<file path="src/rtl/count_sampler_pkg.sv">
// count_sampler_pkg: shared widths, sample payload layout, readout state
// encoding and the byte-select helper used by the count sampler.
package count_sampler_pkg;

    localparam int unsigned COUNT_W          = 24;
    localparam int unsigned SAMPLE_W         = 48;
    localparam int unsigned BYTES_PER_SAMPLE = 6;
    localparam int unsigned BYTE_W           = 8;
    localparam int unsigned IDX_W            = 3;
    localparam int unsigned LEVEL_W          = 5;
    localparam int unsigned SEQ_W            = 8;

    // Readout state: IDLE sits at byte index 0, READING covers 1..5.
    typedef enum logic {
        RD_IDLE    = 1'b0,
        RD_READING = 1'b1
    } rd_state_e;

    // One buffered sample; p occupies the upper half [47:24].
    typedef struct packed {
        logic [COUNT_W-1:0] p;
        logic [COUNT_W-1:0] m;
    } sample_t;

    // Byte idx of a sample in readout order, MSB of count_p first.
    function automatic logic [BYTE_W-1:0] sample_byte(input sample_t s,
                                                      input logic [IDX_W-1:0] idx);
        logic [BYTE_W-1:0] b;
        b = '0;
        case (idx)
            3'd0:    b = s.p[23:16];
            3'd1:    b = s.p[15:8];
            3'd2:    b = s.p[7:0];
            3'd3:    b = s.m[23:16];
            3'd4:    b = s.m[15:8];
            3'd5:    b = s.m[7:0];
            default: b = '0;
        endcase
        return b;
    endfunction

endpackage

</file>
<file path="src/rtl/gate_edge_sync.sv">
// gate_edge_sync: brings the asynchronous gate into the clk_12mhz domain and
// flags its rising edge.
//   clk_12mhz   - sampling clock
//   reset       - asynchronous active-high reset (clears the chain to 0)
//   gate        - asynchronous gate input
//   gate_rise_c - one-cycle pulse on a rising edge of the synchronized gate
module gate_edge_sync #(
    parameter int unsigned GATE_SYNC = 2
) (
    input  logic clk_12mhz,
    input  logic reset,
    input  logic gate,
    output logic gate_rise_c
);

    logic [GATE_SYNC-1:0] sync_q;
    logic                 prev_q;

    // Synchronizer chain plus one delayed copy for edge detection.
    always_ff @(posedge clk_12mhz or posedge reset) begin
        if (reset) begin
            sync_q <= '0;
            prev_q <= 1'b0;
        end else begin
            sync_q <= {sync_q[GATE_SYNC-2:0], gate};
            prev_q <= sync_q[GATE_SYNC-1];
        end
    end

    // Chain resets low, so a gate already high at reset release yields one rise.
    assign gate_rise_c = sync_q[GATE_SYNC-1] & ~prev_q;

endmodule

</file>
<file path="src/rtl/count_sampler.sv">
// count_sampler: captures {count_p, count_m} on each gate rising edge into a
// DEPTH-entry buffer and serves the head sample as six bytes, MSB first.
//   clk_12mhz, reset  - clock and asynchronous active-high reset
//   gate              - asynchronous measurement gate
//   count_p, count_m  - counter values latched on the gate edge
//   rd_en, flush      - byte readout request, buffer/status clear
//   rd_data, rd_valid - readout byte and its one-cycle strobe
//   empty, full, level, overflow, seq - buffer status
module count_sampler
    import count_sampler_pkg::*;
#(
    parameter int unsigned DEPTH     = 8,
    parameter int unsigned GATE_SYNC = 2
) (
    input  logic               clk_12mhz,
    input  logic               reset,
    input  logic               gate,
    input  logic [COUNT_W-1:0] count_p,
    input  logic [COUNT_W-1:0] count_m,
    input  logic               rd_en,
    input  logic               flush,
    output logic [BYTE_W-1:0]  rd_data,
    output logic               rd_valid,
    output logic               empty,
    output logic               full,
    output logic [LEVEL_W-1:0] level,
    output logic               overflow,
    output logic [SEQ_W-1:0]   seq
);

    localparam int unsigned        PTR_W    = (DEPTH > 1) ? $clog2(DEPTH) : 1;
    localparam logic [LEVEL_W-1:0] DEPTH_L  = LEVEL_W'(DEPTH);
    localparam logic [IDX_W-1:0]   LAST_IDX = IDX_W'(BYTES_PER_SAMPLE - 1);

    logic               gate_rise_c;
    sample_t            sample_q;
    logic               wr_pend_q;
    sample_t            mem_q [DEPTH];
    logic [PTR_W-1:0]   wr_ptr_q, rd_ptr_q;
    logic [LEVEL_W-1:0] level_q, level_d;
    logic [IDX_W-1:0]   idx_q, idx_d;
    rd_state_e          state_q, state_d;
    logic               overflow_q;
    logic [SEQ_W-1:0]   seq_q;
    logic [BYTE_W-1:0]  rd_data_q;
    logic               rd_valid_q;
    logic               rd_take_c, pop_c, wr_ok_c, drop_c;

    gate_edge_sync #(.GATE_SYNC(GATE_SYNC)) u_gate_edge_sync (
        .clk_12mhz   (clk_12mhz),
        .reset       (reset),
        .gate        (gate),
        .gate_rise_c (gate_rise_c)
    );

    // Status is combinational from the registered level.
    assign empty    = (level_q == '0);
    assign full     = (level_q == DEPTH_L);
    assign level    = level_q;
    assign overflow = overflow_q;
    assign seq      = seq_q;
    assign rd_data  = rd_data_q;
    assign rd_valid = rd_valid_q;

    // Readout FSM next state, pop/write decisions and next level.
    always_comb begin
        state_d   = state_q;
        idx_d     = idx_q;
        rd_take_c = 1'b0;
        pop_c     = 1'b0;
        wr_ok_c   = 1'b0;
        drop_c    = 1'b0;
        level_d   = level_q;
        if (flush) begin
            state_d = RD_IDLE;
            idx_d   = '0;
            level_d = '0;
        end else begin
            if (rd_en && !empty) begin
                rd_take_c = 1'b1;
                if (idx_q == LAST_IDX) begin
                    pop_c   = 1'b1;
                    idx_d   = '0;
                    state_d = RD_IDLE;
                end else begin
                    idx_d   = idx_q + IDX_W'(1);
                    state_d = RD_READING;
                end
            end
            // A final-byte pop frees the slot even when the buffer is full.
            if (wr_pend_q) begin
                if ((level_q != DEPTH_L) || pop_c) begin
                    wr_ok_c = 1'b1;
                end else begin
                    drop_c = 1'b1;
                end
            end
            case ({wr_ok_c, pop_c})
                2'b10:   level_d = level_q + LEVEL_W'(1);
                2'b01:   level_d = level_q - LEVEL_W'(1);
                default: level_d = level_q;
            endcase
        end
    end

    // Readout state register.
    always_ff @(posedge clk_12mhz or posedge reset) begin
        if (reset) begin
            state_q <= RD_IDLE;
            idx_q   <= '0;
        end else begin
            state_q <= state_d;
            idx_q   <= idx_d;
        end
    end

    // Capture, pointers, status and readout byte.
    always_ff @(posedge clk_12mhz or posedge reset) begin
        if (reset) begin
            sample_q   <= '0;
            wr_pend_q  <= 1'b0;
            wr_ptr_q   <= '0;
            rd_ptr_q   <= '0;
            level_q    <= '0;
            overflow_q <= 1'b0;
            seq_q      <= '0;
            rd_data_q  <= '0;
            rd_valid_q <= 1'b0;
        end else begin
            if (gate_rise_c) begin
                sample_q <= '{p: count_p, m: count_m};
            end
            wr_pend_q <= gate_rise_c;
            level_q   <= level_d;
            if (flush) begin
                wr_ptr_q   <= '0;
                rd_ptr_q   <= '0;
                overflow_q <= 1'b0;
                seq_q      <= '0;
                rd_data_q  <= '0;
                rd_valid_q <= 1'b0;
            end else begin
                rd_valid_q <= rd_take_c;
                if (rd_take_c) begin
                    rd_data_q <= sample_byte(mem_q[rd_ptr_q], idx_q);
                end
                if (pop_c) begin
                    rd_ptr_q <= rd_ptr_q + PTR_W'(1);
                end
                if (wr_ok_c) begin
                    wr_ptr_q <= wr_ptr_q + PTR_W'(1);
                    seq_q    <= seq_q + SEQ_W'(1);
                end
                if (drop_c) begin
                    overflow_q <= 1'b1;
                end
            end
        end
    end

    // Sample storage; contents are don't-care until written.
    always_ff @(posedge clk_12mhz) begin
        if (wr_ok_c) begin
            mem_q[wr_ptr_q] <= sample_q;
        end
    end

endmodule
</file>
<file path="config.mk">
export PLATFORM = sky130hd
export DESIGN_NAME = count_sampler
export DESIGN_NICKNAME = d
export VERILOG_FILES = /design/src/rtl/count_sampler_pkg.sv /design/src/rtl/gate_edge_sync.sv /design/src/rtl/count_sampler.sv
export SDC_FILE = /design/constraint.sdc
export NUM_CORES = 1
export LEC_CHECK = 0
export CORE_ASPECT_RATIO = 0.6
export CORE_MARGIN = 2
export CORE_UTILIZATION = 60
export CTS_BUF_LIST = sky130_fd_sc_hd__clkbuf_4 sky130_fd_sc_hd__clkbuf_8 sky130_fd_sc_hd__clkbuf_16
export DETAILED_ROUTE_END_ITERATION = 10
export PLACE_DENSITY = 0.86
export SYNTH_ARGS = -nofsm -noshare
export SYNTH_HDL_FRONTEND = slang
export SYNTH_HIERARCHICAL = 1
export SYNTH_SLANG_ARGS = --single-unit
</file>
<file path="constraint.sdc">
create_clock -name clk_12mhz -period 7.3 [get_ports clk_12mhz]
set_input_delay 1.095 -clock clk_12mhz [delete_from_list [all_inputs] [get_ports clk_12mhz]]
set_output_delay 1.095 -clock clk_12mhz [all_outputs]
set_load 0.03 [all_outputs]
</file>
== Word-level counts from Yosys, hierarchy flattened ==
Memory sizes are Yosys's and may differ from the RTL's.
Index checks and enable logic that the tools add are counted.
Cells by class
  bitwise gates (word level): 2
  multiplexer cells: 32
  equal/unequal tests: 9
  shift-type cells: 0
  add/sub/neg operators: 6
  reduce and logical (&&, ||, !) cells: 11
  div/mod/pow operators: 0
  order comparisons: 0
  multipliers: 0
Operators by type and width (number)
  case mux 8 bit (6 select lines): 1
  two-way mux 8 bit: 4
  two-way mux 3 bit: 7
  two-way mux 1 bit: 18
  case mux 5 bit (2 select lines): 1
  nonzero test 2 bit: 5
  adder 3 x 1 -> 3 bit (second input constant): 3
  adder 8 x 1 -> 8 bit (second input constant): 1
  equality test 3 x 2 -> 1 bit (second input constant): 2
  equality test 3 bit (second input constant): 2
  adder 5 x 1 -> 5 bit (second input constant): 1
  equality test 5 x 4 -> 1 bit (second input constant): 1
  zero test 5 bit: 1
  two-way mux 5 bit: 1
  != test 5 x 4 -> 1 bit (second input constant): 1
  subtractor 5 x 1 -> 5 bit (second input constant): 1
  equality test 3 x 1 -> 1 bit (second input constant): 1
  zero test 3 bit: 1
  nonzero test 3 bit: 1
  equality test 2 x 1 -> 1 bit (second input constant): 1
  equality test 2 bit (second input constant): 1
  AND 1 bit: 1
  logical AND 1 bit: 1
  zero test 1 bit: 1
  2 further kinds: 2
Storage, ports and cells
  input port bits: 53
  word-level logic and storage cells: 74
  memories kept: 1
  bits in read-only memories: 0
  RAM bits: 384
  output and inout port bits: 25
  register bits after elaboration: 84
  latch bits: 0
Memory list
  mem_q: depth 8, width 48, rd ports 1, clocked after memory_dff 0, wr ports 1, RTL line count_sampler.sv:38  | sample_t mem_q [DEPTH];

== Longest topological paths before layout ==
  word-level depth: 12
  depth in mapped cells: 12
  depth with buffers taken out: 10

== Modules after synthesis ==
The synthesis kept the hierarchy.
By module, submodules not included
  count_sampler: area an instance 18303.8 µm², cells each 948, sequential area each 13558.0 µm², instances 1
  gate_edge_sync: area an instance 92.6 µm², cells each 5, sequential area each 75.1 µm², instances 1

== Least setup slack after synthesis ==
No wires, ideal clock.
  path kind: input -> register
  start: input port rd_en
  end: memory mem_q[0][0] (netlist name) (enable)
  setup time: 590 ps
  stages: 4
  arrival time: 6594 ps
  path slack: 116 ps
  path buffers: 0
  data required time: 6710 ps
  cells stage by stage: inv_1 -> o211ai_1 -> nand2_1 -> nor4b_1
Between the ends
  cells in the longest elaborated chain, start to end: 10
RTL lines
  start, declared: RTL line count_sampler.sv:20  | input logic rd_en,
  logical AND 1 bit: RTL line count_sampler.sv:79  | if (rd_en && !empty) begin
  two-way mux 1 bit: RTL line count_sampler.sv:79
  two-way mux 1 bit: RTL line count_sampler.sv:74  | if (flush) begin
  logical OR 1 bit: RTL line count_sampler.sv:92  | if ((level_q != DEPTH_L) || pop_c) begin
  two-way mux 1 bit: RTL line count_sampler.sv:92
  two-way mux 1 bit: RTL line count_sampler.sv:91  | if (wr_pend_q) begin
  two-way mux 1 bit (2 in series): RTL line count_sampler.sv:74
  two-way mux 1 bit: RTL line count_sampler.sv:163  | if (wr_ok_c) begin
  two-way mux 1 bit (not written as such): RTL line count_sampler.sv:164  | mem_q[wr_ptr_q] <= sample_q;
  end, declared: RTL line count_sampler.sv:38
No other way between the ends. The select of a mux whose other input is x is not followed.

== Worst setup path in the final report ==
  start: input port rd_en
  end: memory mem_q[5][22] (netlist name) (enable)
The elaborated chain is that of the path after synthesis.

==> metrics.md <==
| Metric | Value |
|---|---|
| Predominant post-synthesis flop cell | edfxtp_1 |
| Nets | 1102 |
| First-pass GRT wire length | 59500 um |
| TritonCTS Buffers | 41 |
| Setup repair bufs after CTS | 0 |
| DPL Wire Length | 22500 um |
| Sink Count | 468 |
| H-tree lvl count | 2 |
| Cell area after technology mapping | 0.0184 sq mm |
| Final critical delay including setup and external delays | 4150 ps |
| R2r startpoint | idx_q[0] |
| Final Hold Fails | 0 |
| Number of antenna repair diodes | 0 |
| Maximum frequency from static timing analysis | 241 MHz |
| Ordered cell list for the critical path | clkdlybuf4s50_1 > inv_1 > o211ai_1 > nand3_1 > nor2_4 > buf_4 |
| Library cell used as clock root buffer | clkbuf_16 |
| Antenna violations before repair | 0 |
| Slew Limit Headroom | 34.3% |
| Max-capacitance violation count | 0 |
| Number of buffers on the longest clock path | 3 |
| Critical path fanouts, max | 25 |
| Cell-internal power | 4.35 mW |
| Site row count | 49 |
| CP max stage delay | 870 ps |
| Synth Register Bits | 468 |
| Via count | 9505 |
| CP arrival | 4350 ps |
| Net count after synthesis | 1014 |
| Total overflow reported by the global router | 0 |
| Avg Synthesized Cell Area | 19.3 sq um |
| Measured slew at the worst slew-check pin | 983 ps |
| Overall track demand over capacity in global routing | 25.0% |
| Antenna-violating nets left | 0 |
| Via-to-Cell Ratio | 6.41 |
| Number of enable-type register cells in the synthesized netlist | 384 |
| Post-CTS clock slew at the launch and capture registers of the worst setup and hold paths | 70 ps |
| Result of the run | complete, no violations |
| Vias in the first global route | 9498 |
| Setup TNS | 0 ps |
| FILL cells | 1811 |
| Width of the die | 230 um |
| Critical hold path startpoint | u_gate_edge_sync/sync_q[0] |
| Maximum resistive drop on vdd | 0.000196 V |
| Overall die area | 0.0321 sq mm |
| Area of the core | 0.0300 sq mm |
| Number of pins with negative max-slew slack in the final report | 0 |
| Portion of total power attributed to the clock network | 39.8% |
| Most common cell after layout, fill and taps aside | edfxtp_1 |
| Sort of element at the end of the critical path | flop |
| Critical Path Slowest Stage Cell | nor2_4 |
| Largest net degree at the start of global routing | 78 |
| Drt first pass iters | 5 |
| Vert. Die Dim | 140 um |
| Fraction of layout instances using a drive strength above 1 | 23.6% |
| P&R area growth vs syn | 13.9% |
| Unrepaired setup endpoints after global routing | false |
| Total Routed Length | 38800 um |
| Worst endpoint required time | 7500 ps |
| Logic pwr share | 3.2% |
| Final-report setup violation count | 0 |
| I/O pin cnt | 78 |
| Final core occ | 69.8% |
| TritonCTS clock tree | built |
| Starting density of the core | 61.2% |
| Cell family with most CP delay | simple AND/OR/NAND/NOR gates |
| Critical path start-end classification | in -> reg |
| Buffers on Ports | 77 |
| Final Cycle Share | 56.8% |
| PwrDens | 263 mW/mm^2 |
| Clk Latency, worst-skew pair | 550 ps |
| Net switching power of the design | 1.16 mW |
| Leakage | 6.96 nW |
| Sequential fraction of the synthesis area | 74.1% |
| Seq pwr share | 56.9% |
| Kind of start point of the critical path | input pin |
| Clk_skew | 6.66 ps |
| Gate count after technology mapping | 953 |
| Number of design-rule violations left by the first detailed-router iteration | 1342 |
| Number of warnings reported in the yosys synthesis log | 6 |
| Unique cell type count in the Yosys netlist | 58 |
| Buffers plus inverters on the worst setup path | 3 |
| Synth async-reset ratio | 17.9% |
| Register cell area after layout | 0.0136 sq mm |
| Post-CTS sizing | 0 |
| Routability congestion estimate | 0.815 |
| Critical path startpoint | rd_en |
| Multi-input logic area | 0.00448 sq mm |
| Most frequent cells in the layout | 384 x edfxtp_1, 82 x dfrtp_1, 77 x clkdlybuf4s50_1 |
| # hold bufs at CTS | 0 |
| Switching power as a share of total power | 21.0% |
| Remaining routing DRC violations | 0 |
| Class of the tightest hold or removal check | reg -> reg |
| WL/cell | 26.2 um |
-- sequential cells by signal, indices dropped and copies added, names as in the netlist --
register and count:
rd_ptr_q 3, seq 8, idx_q 3, wr_pend_q 1, rd_valid 1, overflow 1, wr_ptr_q 3, mem_q 384
level 5, u_gate_edge_sync/prev_q 1, u_gate_edge_sync/sync_q 2, sample_q 48, rd_data 8
-- final timing paths --
check	endpoint	slack (ps)	cells past startpoint
worst max-delay path	mem_q[5][22]	3150	6
worst min-delay path	u_gate_edge_sync/sync_q[1]	360	0
worst max register to register	mem_q[5][22]	3390	5
worst min register to register	u_gate_edge_sync/sync_q[1]	360	0
max in group asynchronous	sample_q[39]	5190	3
min in group asynchronous	u_gate_edge_sync/sync_q[1]	770	2
-- cell families after synthesis --
kind of cell / count (synthesis) / share of synthesized area, %
XOR/XNOR: 14 / 0.667
AND/OR/NAND/NOR: 136 / 3.77
buffers and inverters: 60 / 1.84
adder cells (fa/ha/maj): 8 / 0.585
AO/OA/AOI/OAI: 88 / 3.35
multiplexers: 179 / 15.7
flip-flops: 468 / 74.1
-- cell type report --
cell class / instances / area share (%)
flip-flops and latches: 468 / 65.1
repair buffers: 94 / 4.36
multi-input cells: 425 / 21.4
inverters: 11 / 0.203
well taps: 408 / 2.44
clock inverters: 23 / 1.02
clock buffers: 53 / 5.52
-- synthesized netlist by cell type (4+ instances only) --
cell      instances  share of area [%]
edfxtp_1        384                 63
dfrtp_1          84                 11
mux2_2           74                4.5
mux4_2           71                8.7
nand2_1          37               0.75
nor2_1           34               0.69
mux2i_1          27                1.5
clkbuf_1         20               0.41
o22ai_1          16               0.54
o211ai_1         15               0.61
a21oi_1          14               0.38
buf_2            14               0.38
xor2_1           11               0.52
inv_1            10               0.20
nand3_1          10               0.27
nor3b_1           9               0.37
a22oi_1           7               0.29
buf_6             7               0.43
ha_1              7               0.48
mux4_1            7                1.0
nor3_1            7               0.19
nor4_1            6               0.20
o21ai_0           6               0.16
nand4_1           5               0.17
nor2b_1           5               0.17
a221o_1           4               0.22
a221oi_1          4               0.19
and2_1            4               0.14
and3_1            4               0.14
buf_4             4               0.16
-- power by group through the flow --
stage / sequential [mW] / combinational (mW) / clock [mW]
after floorplan: 3.15 / 0.0997 / 0
after global placement: 3.18 / 0.172 / 0
after detailed placement: 3.19 / 0.178 / 0
after CTS: 3.14 / 0.180 / 2.21
after global routing: 3.15 / 0.193 / 2.32
final: 3.14 / 0.179 / 2.19
-- through the flow --
stage / area, sq um / hold slack [ps] / power (mW) / instances / setup WS [ps]
after detailed placement: 19600 / 355 / 3.37 / 1405 / 2440
after global routing: 21000 / 375 / 5.67 / 1482 / 2950
final: 21000 / 364 / 5.51 / 1482 / 3150
after CTS: 20900 / 371 / 5.53 / 1481 / 2980
after floorplan: 18400 / 331 / 3.25 / 953 / 116
after global placement: 19600 / 339 / 3.35 / 1405 / 2590
-- per-layer routing --
layer	routed length [um]	global-route usage (%)	share of wire, %
met2	18000	37.1	46
met5	0	0	0
met3	3300	4.86	8.5
met4	748	6.21	1.9
met1	16700	39.0	43
(Power assumes the default switching activity.)
